## src/rtl/alu_op_sequencer.sv

```systemverilog
// Request/response sequencer that drives an external 32-bit ALU, running single-cycle
// logic/arithmetic ops directly and unsigned multiply as a 32-step shift-add through the ALU.
module alu_op_sequencer #(
    parameter int DATA_W = 32
) (
    input  logic              clk,
    input  logic              reset_n,
    input  logic              req_valid,
    input  logic [2:0]        req_op,
    input  logic [DATA_W-1:0] req_a,
    input  logic [DATA_W-1:0] req_b,
    output logic              req_ready,
    output logic              rsp_valid,
    input  logic              rsp_ready,
    output logic [DATA_W-1:0] rsp_result,
    output logic              rsp_zero,
    output logic              rsp_overflow,
    output logic              rsp_err,
    output logic              alu_ainvert,
    output logic              alu_binvert,
    output logic              alu_carryin,
    output logic [1:0]        alu_operation,
    output logic [DATA_W-1:0] alu_a,
    output logic [DATA_W-1:0] alu_b,
    input  logic [DATA_W-1:0] alu_result,
    input  logic              alu_zero,
    input  logic              alu_overflow
);

    localparam int               CNT_W    = $clog2(DATA_W);
    localparam logic [CNT_W-1:0] CNT_LAST = CNT_W'(DATA_W - 1);

    localparam logic [2:0] OP_AND  = 3'b000;
    localparam logic [2:0] OP_OR   = 3'b001;
    localparam logic [2:0] OP_ADD  = 3'b010;
    localparam logic [2:0] OP_SUB  = 3'b011;
    localparam logic [2:0] OP_SLT  = 3'b100;
    localparam logic [2:0] OP_NOR  = 3'b101;
    localparam logic [2:0] OP_MULU = 3'b110;
    localparam logic [2:0] OP_ILL  = 3'b111;

    typedef enum logic [1:0] {
        IDLE = 2'd0,
        EXEC = 2'd1,
        MUL  = 2'd2,
        RESP = 2'd3
    } state_t;

    typedef struct packed {
        logic       ainvert;
        logic       binvert;
        logic       carryin;
        logic [1:0] operation;
    } alu_ctrl_t;

    localparam alu_ctrl_t CTRL_NONE = 5'b000_00;
    localparam alu_ctrl_t CTRL_ADD  = 5'b000_10;

    function automatic alu_ctrl_t decode_ctrl(input logic [2:0] op);
        alu_ctrl_t c;
        case (op)
            OP_AND:  c = 5'b000_00;
            OP_OR:   c = 5'b000_01;
            OP_ADD:  c = 5'b000_10;
            OP_SUB:  c = 5'b011_10;
            OP_SLT:  c = 5'b011_11;
            OP_NOR:  c = 5'b110_00;
            default: c = CTRL_NONE;
        endcase
        return c;
    endfunction

    // Only the adder-based ops have a meaningful overflow flag.
    function automatic logic reports_overflow(input logic [2:0] op);
        return (op == OP_ADD) || (op == OP_SUB) || (op == OP_SLT);
    endfunction

    state_t            state;
    logic [2:0]        op_q;
    logic [DATA_W-1:0] a_q;
    logic [DATA_W-1:0] b_q;
    logic [CNT_W-1:0]  cnt;
    alu_ctrl_t         ctrl_q;
    logic [DATA_W-1:0] alu_a_q;
    logic [DATA_W-1:0] alu_b_q;

    logic [CNT_W-1:0]  cnt_nxt;
    logic [DATA_W-1:0] mcand_nxt;

    assign cnt_nxt   = cnt + CNT_W'(1);
    assign mcand_nxt = a_q << 1;

    assign req_ready     = reset_n && (state == IDLE);
    assign alu_ainvert   = ctrl_q.ainvert;
    assign alu_binvert   = ctrl_q.binvert;
    assign alu_carryin   = ctrl_q.carryin;
    assign alu_operation = ctrl_q.operation;
    assign alu_a         = alu_a_q;
    assign alu_b         = alu_b_q;

    // During MUL the alu_a register is the running accumulator; a_q holds the
    // shifting multiplicand and b_q the multiplier.
    always_ff @(posedge clk) begin
        if (!reset_n) begin
            state        <= IDLE;
            op_q         <= '0;
            a_q          <= '0;
            b_q          <= '0;
            cnt          <= '0;
            ctrl_q       <= CTRL_NONE;
            alu_a_q      <= '0;
            alu_b_q      <= '0;
            rsp_valid    <= 1'b0;
            rsp_result   <= '0;
            rsp_zero     <= 1'b0;
            rsp_overflow <= 1'b0;
            rsp_err      <= 1'b0;
        end else begin
            case (state)
                IDLE: begin
                    if (req_valid) begin
                        op_q <= req_op;
                        a_q  <= req_a;
                        b_q  <= req_b;
                        cnt  <= '0;
                        if (req_op == OP_ILL) begin
                            state        <= RESP;
                            rsp_valid    <= 1'b1;
                            rsp_result   <= '0;
                            rsp_zero     <= 1'b1;
                            rsp_overflow <= 1'b0;
                            rsp_err      <= 1'b1;
                        end else if (req_op == OP_MULU) begin
                            state   <= MUL;
                            ctrl_q  <= CTRL_ADD;
                            alu_a_q <= '0;
                            alu_b_q <= req_b[0] ? req_a : '0;
                        end else begin
                            state   <= EXEC;
                            ctrl_q  <= decode_ctrl(req_op);
                            alu_a_q <= req_a;
                            alu_b_q <= req_b;
                        end
                    end
                end
                EXEC: begin
                    state        <= RESP;
                    rsp_valid    <= 1'b1;
                    rsp_result   <= alu_result;
                    rsp_zero     <= alu_zero;
                    rsp_overflow <= reports_overflow(op_q) ? alu_overflow : 1'b0;
                    rsp_err      <= 1'b0;
                    ctrl_q       <= CTRL_NONE;
                    alu_a_q      <= '0;
                    alu_b_q      <= '0;
                end
                MUL: begin
                    a_q <= mcand_nxt;
                    cnt <= cnt_nxt;
                    if (cnt == CNT_LAST) begin
                        state        <= RESP;
                        rsp_valid    <= 1'b1;
                        rsp_result   <= alu_result;
                        rsp_zero     <= (alu_result == '0);
                        rsp_overflow <= 1'b0;
                        rsp_err      <= 1'b0;
                        ctrl_q       <= CTRL_NONE;
                        alu_a_q      <= '0;
                        alu_b_q      <= '0;
                    end else begin
                        alu_a_q <= alu_result;
                        alu_b_q <= b_q[cnt_nxt] ? mcand_nxt : '0;
                    end
                end
                RESP: begin
                    if (rsp_ready) begin
                        state     <= IDLE;
                        rsp_valid <= 1'b0;
                    end
                end
                default: state <= IDLE;
            endcase
        end
    end

endmodule

```

## config.mk

```make
export PLATFORM = sky130hd
export DESIGN_NAME = alu_op_sequencer
export DESIGN_NICKNAME = d
export VERILOG_FILES = /design/src/rtl/alu_op_sequencer.sv
export SDC_FILE = /design/constraint.sdc
export NUM_CORES = 1
export LEC_CHECK = 0
export ABC_AREA = 1
export ABC_CLOCK_PERIOD_IN_PS = 4080
export BUFFER_PORTS_ARGS = -buffer_cell sky130_fd_sc_hd__buf_2
export CAP_MARGIN = 20
export CORE_MARGIN = 5
export CORE_UTILIZATION = 45
export CTS_CLUSTER_DIAMETER = 60
export DETAILED_ROUTE_END_ITERATION = 6
export PLACE_DENSITY = 0.66
export SLEW_MARGIN = 25
export SYNTH_ARGS = -nofsm -noshare
export SYNTH_HDL_FRONTEND = slang
export SYNTH_SLANG_ARGS = --single-unit
```

## constraint.sdc

```tcl
create_clock -name clk -period 4.08 [get_ports clk]
set_clock_uncertainty 0.1 [all_clocks]
set_input_delay 0.816 -clock clk [delete_from_list [all_inputs] [get_ports clk]]
set_output_delay 0.816 -clock clk [all_outputs]
set_load 0.1 [all_outputs]
```

==> results of run 1 <==
==> kinds of logic after synthesis <==
family,after synthesis,synth area share
fa+ha+maj,10,0.0145
flops,178,0.412
buf+inv,190,0.0966
simple gates,358,0.202
xor+xnor,3,0.00478
compound gates,410,0.270
==> layout make-up <==
class	count	share of cell area
well taps	260	0.0315
repair buffers	226	0.116
inverters	92	0.0334
flip-flops and latches	178	0.345
clock inverters	14	0.0194
clock buffers	18	0.0425
multi-input cells	781	0.412
==> final timing paths <==
check / end / depth (start not counted) / slack (ns) / startpoint
max: rsp_result[11] / 10 / 1.22 / state[0]
min: b_q[10] / 2 / 0.35 / b_q[10]
max reg2reg: rsp_result[11] / 10 / 1.22 / state[0]
min reg2reg: b_q[10] / 2 / 0.35 / b_q[10]
==> layer usage <==
metal / wire, um / vias to the layer above / share of wire
met2: 12800 / 384 / 0.43
li1: - / 4259 / -
met1: 12700 / 4096 / 0.43
met4: 815 / 2 / 0.028
met5: 8 / - / 0.00027
met3: 3140 / 57 / 0.11
==> through the flow <==
step                      instances  instance area [um^2]  hold slack, ns   util  setup slack, ns
after floorplan                1149                  8640           0.329      -             1.05
after global placement         1537                  9690           0.341  0.515             1.36
after detailed placement       1537                  9690           0.346  0.515             1.26
after CTS                      1569                 10300           0.355  0.549             1.22
after global routing           1569                 10300           0.362  0.549            0.987
final                          1569                 10300           0.353  0.549             1.22
==> sequential cells by signal (all words and copies together), names as in the netlist, 2 cells and up <==
register	cells
rsp_result	32
state	2
a_q	31
cnt	5
alu_b	32
op_q	3
b_q	32
alu_a	32
alu_operation	2
==> critical path, cell delays in order, from the launching register on <==
cell	delay [ns]
dfxtp_1	0.39
inv_1	0.12
ha_1	0.47
nand2_2	0.40
nand2_1	0.14
inv_2	0.10
nand2_1	0.09
nor2_4	0.28
buf_4	0.39
a21oi_1	0.13
o21a_1	0.14
==> cell usage in the layout (no fill, tap or decap), types with 5 or more instances in the layout <==
| master | n |
|---|---|
| a21oi_1 | 81 |
| a21oi_2 | 30 |
| a31oi_1 | 79 |
| buf_2 | 209 |
| buf_4 | 15 |
| clkbuf_16 | 17 |
| dfxtp_1 | 178 |
| ha_1 | 10 |
| inv_1 | 81 |
| inv_2 | 8 |
| nand2_1 | 129 |
| nand3_1 | 72 |
| nand3_2 | 35 |
| nor2_1 | 75 |
| nor3_1 | 33 |
| nor4_1 | 5 |
| o21a_1 | 12 |
| o21ai_0 | 180 |
| o21ai_1 | 7 |
| o22ai_1 | 12 |
==> flow_summary.toml, run 1 <==
[global_route]
grt_overflow = 0
grt_max_degree = 148
grt_busiest_layer = "met2"
use_met3 = 0.0832
met2_usage = 0.394
groute.usage.overall = 0.264
use_met1 = 0.364
grt_pass1_vias = 8501
grt_antenna_before_repair = 1
grt_pass1_wl_um = 46600

[synthesis]
yosysMostFrequentCell = "o21ai_0"
async_flop_share = 0
synth_edf_count = 0
synthDistinctLibCells = 36
synth_fp_nets = 1264
ys_ff_latch = 178
synthesis.area_um2 = 8640
yosysSeqAreaShare = 0.412
postSynthCellCount = 1149
ys.flop_type = "dfxtp_1"
yosys_warnings = 0
ys_top_cells_by_area = "dfxtp_1 (41%), o21ai_0 (10%), a31oi_1 (5.7%), nand2_1 (5.6%), a21oi_1 (4.7%)"
yosys-top-cells-count = "o21ai_0 (180), dfxtp_1 (178), nand2_1 (130), inv_1 (82), a21oi_1 (81)"
syn_area_per_cell_um2 = 7.52
synth.top_cell.area_share = 0.412
synth_top_cell_by_area = "dfxtp_1"

[clock_network]
clkSinkCount = 178
cts_inserted_buffers = 17
cts_resized = 0
cts_htree_levels = 4
holdBufCountCts = 0
clock_path_buffers = 2
insertion_delay_ns = 0.43
clk_pin_slew_ns = 0.07
postCtsSetupRepairBufs = 0
tritoncts = "yes"
cts-root-buf = "clkbuf_16"

[timing]
setup_viol = 0
min_period_ns = 2.86
min_period_over_period = 0.701
slew_viol_final = 0
hold_violations = 0
rsz0062_at_grt = "false"
worst-slew-pin-transition_ns = 0.852
setup_tns_ns = 0
fmax_mhz = 350
slew_headroom = 0.428

[worst_setup_path]
cp-start-kind = "register"
endpoint_kind = "register"
cp_max_fo = 36
worstPathRequired_ns = 4.31
timing_worst_setup_path_type = "register to register"
critPathArrivalTime_ns = 3.09

[final_layout]
area_delta_synth_final_pct = 19.6
nets = 1411
seq_area_um2 = 3560
drive_gt1_frac = 0.260
multi_input_area_um2 = 4260
fill_cells = 1830
antenna_cells = 0

[floorplanning]
ios = 211
die-height_um = 149
start_util = 0.459
die_area_um2 = 22100
coreArea_um2 = 18800
die_w_um = 149
row_count = 50

[place]
routabilityCongestion = 0.881
hpwl_um = 20400
io_buffers = 210

[drt]
postRouteWirelength_um = 29400
drcViolationCount = 0
viasPerCell = 5.61
firstDrtPassIters = 5
drt_iter0_drc = 755
wl_per_cell_um = 18.7
detail-route-antenna-nets = 0
num_vias = 8798

[outcome]
status = "completed"

[hold_path]
min-delay-path-class = "register to register"

[flow_run]
drv_cap = 0
Power of run 1 is not shown: default switching activity piles up to over one toggle a cycle in this logic, so the estimate is an artifact.
==> inputs of run 2 (changes only) <==
Settings changed: ABC_CLOCK_PERIOD_IN_PS 4080 to 2400, PLACE_DENSITY 0.66 to 0.69.
Clock period 4.08 ns to 2.4 ns, I/O delays scaled along.
==> flow_summary.toml, run 2 (synthesized netlist as in run 1, its figures left out) <==
[worst_setup_path]
r2r_cells = 13
rr_startpoint = "cnt[1]"
cp-start-kind = "register"
critPathArrivalTime_ns = 2.40
timing_worst_setup_path_type = "register to register"
r2r_slack_ns = 0.22
worstPathRequired_ns = 2.62
endpoint_kind = "register"
r2r_end = "rsp_result[26]"
cp_max_fo = 25

[final_layout]
area_delta_synth_final_pct = 22.1
layout_common_cells = "buf_2 (208), o21ai_0 (180), dfxtp_1 (178), nand2_1 (129)"
nets = 1425
fill_cells = 1799
post-route-util = 0.560
final_common_cell = "buf_2"
antenna_cells = 0
drive_gt1_frac = 0.268

[clock_network]
cts_inserted_buffers = 17
clock_path_buffers = 2
postCtsSetupRepairBufs = 0
clkSinkCount = 178
tritoncts = "yes"
cts-root-buf = "clkbuf_16"
cts_htree_levels = 4
clk_pin_slew_ns = 0.07
insertion_delay_ns = 0.43

[hold_path]
min-delay-path-class = "primary input to register"
worstHoldEndpoint = "rsp_result[13]"
hold_path.startpoint = "alu_result[13]"
holdPathStages = 3

[place]
routabilityCongestion = 0.891
place_ws_ns = 0.149
io_buffers = 210
hpwl_um = 21000

[floorplanning]
coreArea_um2 = 18800
row_count = 50
die_w_um = 149
die-height_um = 149
die_area_um2 = 22100
ios = 211
start_util = 0.459

[timing]
fin_ws_ns = 0.220
worst-slew-pin-transition_ns = 0.680
min_period_over_period = 0.908
rsz0062_at_grt = "false"
slew_headroom = 0.547
fmax_mhz = 459
setup_viol = 0
setup_tns_ns = 0
hold_violations = 0
hold_ws_ns = 0.207
min_period_ns = 2.18
slew_viol_final = 0

[drt]
drcViolationCount = 0
firstDrtPassIters = 5
viasPerCell = 5.65
num_vias = 8941
drt_iter0_drc = 927
wl_per_cell_um = 18.9
postRouteWirelength_um = 29900
detail-route-antenna-nets = 0

[global_route]
grt_max_degree = 78
grt_pass1_wl_um = 46300
grt_overflow = 0
grt_antenna_before_repair = 0
grt_pass1_vias = 8346
groute.usage.overall = 0.265

[outcome]
status = "completed"

[flow_run]
drv_cap = 0
## run 2: cell count changes in the layout (fill, tap and decap cells not counted)
| cell | delta |
|---|---|
| buf_12 | +6 |
| inv_6 | -3 |
| ha_2 | +1 |
| bufinv_16 | +1 |
| ha_1 | -1 |
| buf_2 | -1 |
| clkbuf_8 | +1 |
| clkbuf_1 | +1 |
| buf_6 | +2 |
| buf_4 | +7 |
## run 2: cell type report
type	instances	area (um^2)	area share
clock inverter	12	204	0.0193
sequential	178	3560	0.338
inverter	92	345	0.0327
clock buffer	20	457	0.0433
tap	260	325	0.0308
multi-input combinational	781	4260	0.404
timing repair buffer	240	1390	0.132
## run 2: worst max-delay path by stage
stage	cells past startpoint	endpoint	startpoint	slack (ns)
after floorplan	5	req_ready	reset_n	0.04
after global placement	13	rsp_result[26]	cnt[1]	0.22
after detailed placement	13	rsp_result[26]	cnt[1]	0.15
after CTS	13	rsp_result[26]	cnt[1]	0.14
after global routing	13	rsp_result[30]	cnt[1]	0.02
final	13	rsp_result[26]	cnt[1]	0.22
## run 2: through the flow
| step | instance area, um^2 | instances |
|---|---|---|
| 2_1_floorplan | 8640 | 1149 |
| 3_3_place_gp | 9880 | 1551 |
| 3_5_place_dp | 9880 | 1551 |
| 4_1_cts | 10500 | 1583 |
| 5_1_grt | 10500 | 1583 |
| 6_report | 10500 | 1583 |
## run 2: critical path, cell delays in order (launching register included)
cell     delay, ns
dfxtp_1       0.37
ha_2          0.24
nand2_1       0.07
nor2_1        0.10
ha_1          0.18
inv_2         0.04
nand2_2       0.05
nand2_1       0.09
inv_2         0.09
nand2_1       0.09
nor2_4        0.20
buf_6         0.24
a21oi_1       0.09
o21a_1        0.11
## run 2: metal layers
metal / global-route usage / vias up / part of all wire
met5: 0 / - / 0
met4: 0.0624 / 0 / 0.017
met3: 0.0728 / 35 / 0.10
met2: 0.407 / 426 / 0.44
met1: 0.370 / 4180 / 0.44
li1: - / 4300 / -
## run 2: repair_timing
action,in CTS,in global routing
endpoints found under the setup margin,0,23
hold buffers,0,0
gates resized for setup,0,3
Power of run 2 is left out for the same reason.
==> inputs of run 3 (changes only) <==
Settings changed: BUFFER_PORTS_ARGS -buffer_cell sky130_fd_sc_hd__buf_2 to -buffer_cell sky130_fd_sc_hd__buf_4.
==> flow_summary.toml, run 3 (synthesized netlist as in run 1, its figures left out) <==
[drt]
detail-route-antenna-nets = 0
viasPerCell = 5.62
postRouteWirelength_um = 29800
wl_per_cell_um = 18.8
num_vias = 8901
drt_iter0_drc = 813
drcViolationCount = 0
firstDrtPassIters = 6

[final_layout]
nets = 1427
final_area_um2 = 11000
multi_input_area_um2 = 4270
drive_gt1_frac = 0.268
seq_area_um2 = 3560
layout_common_cells = "buf_4 (234), o21ai_0 (180), dfxtp_1 (178), nand2_1 (129), a21oi_1 (81)"
stdcell_count = 1583
final_common_cell = "buf_4"
area_delta_synth_final_pct = 26.9
fill_cells = 1824
antenna_cells = 0

[timing]
setup_viol = 0
worst-slew-pin-transition_ns = 0.805
slew_viol_final = 0
rsz0062_at_grt = "false"
min_period_over_period = 0.921
fmax_mhz = 452
min_period_ns = 2.21
hold_ws_ns = 0.209
slew_headroom = 0.461
hold_violations = 0
setup_tns_ns = 0

[floorplanning]
die_w_um = 149
ios = 211
die_area_um2 = 22100
start_util = 0.459
row_count = 50
die-height_um = 149
coreArea_um2 = 18800

[clock_network]
cts-root-buf = "clkbuf_16"
cts_inserted_buffers = 17
clock_path_buffers = 2
holdBufCountCts = 0
insertion_delay_ns = 0.43
clkSinkCount = 178
cts_htree_levels = 4
clk_pin_slew_ns = 0.07
tritoncts = "yes"

[worst_setup_path]
cp_common_cell = "inv_1"
critPathArrivalTime_ns = 1.63
worstPathRequired_ns = 1.82
cpMaxStageDelayCell = "dfxtp_1"
endpoint_kind = "output port"
cp_max_fo = 6
cp-start-kind = "register"
path_cells = "inv_1 -> ha_2 -> nand2_1 -> inv_1 -> buf_4"
critPathMaxStageDelay_ns = 0.35
timing_worst_setup_path_type = "register to output port"

[place]
hpwl_um = 21500
place_inst = 1553
place_area_um2 = 10400
routabilityCongestion = 0.855
io_buffers = 210

[global_route]
grt_max_degree = 68
grt_pass1_wl_um = 46800
grt_antenna_before_repair = 1
groute.usage.overall = 0.266
grt_overflow = 0
grt_pass1_vias = 8495

[hold_path]
min-delay-path-class = "primary input to register"

[flow_run]
drv_cap = 0

[outcome]
status = "completed"
==> run 3: cell types whose count changed in the layout (fill, tap and decap cells not counted), moves of 2 or more <==
cell        delta
clkbuf_1       +3
buf_6          -2
clkinvlp_4     -2
buf_2        -208
bufinv_16      -4
clkinv_2       +2
buf_4        +212
clkinv_4       -2
clkbuf_8       +2
==> run 3: metrics by stage <==
stage                      util  setup WS (ns)
after floorplan               -         0.0414
after global placement    0.553          0.217
after detailed placement  0.553          0.158
after CTS                 0.582         0.0980
after global routing      0.582         0.0112
final                     0.582          0.189
==> run 3: metal layers <==
layer	part of all wire	track usage	vias to the layer above
met5	0.00023	0	-
met4	0.024	0.0813	2
met3	0.11	0.0798	60
met2	0.45	0.422	444
met1	0.42	0.350	4107
li1	-	-	4288
==> run 3: cell type report <==
class / instances / share of cell area
clock inverter: 5 / 0.00479
tap: 260 / 0.0297
timing repair buffer: 242 / 0.175
inverter: 92 / 0.0315
multi-input combinational: 781 / 0.389
clock buffer: 25 / 0.0452
sequential: 178 / 0.325
==> run 3: worst max-delay path: cells and delay by family, from the launching register on <==
kind                     cells  cell delay [ns]
adder cells (fa/ha/maj)      1             0.29
AND/OR/NAND/NOR              1             0.08
buffers and inverters        3             0.48
flip-flops                   1             0.35
==> run 3: timing repair <==
item	in CTS	in global routing
resized for setup	0	4
endpoints found under the setup margin	0	4
buffers inserted	0	0
==> run 3: final timing paths <==
check	from	to	slack, ns	cells after the start
hold / removal	alu_result[14]	rsp_result[14]	0.21	3
setup / recovery	state[1]	req_ready	0.19	5
hold reg to reg	b_q[23]	b_q[23]	0.35	2
setup reg to reg	state[0]	a_q[26]	0.19	7
Power of run 3 is left out for the same reason.
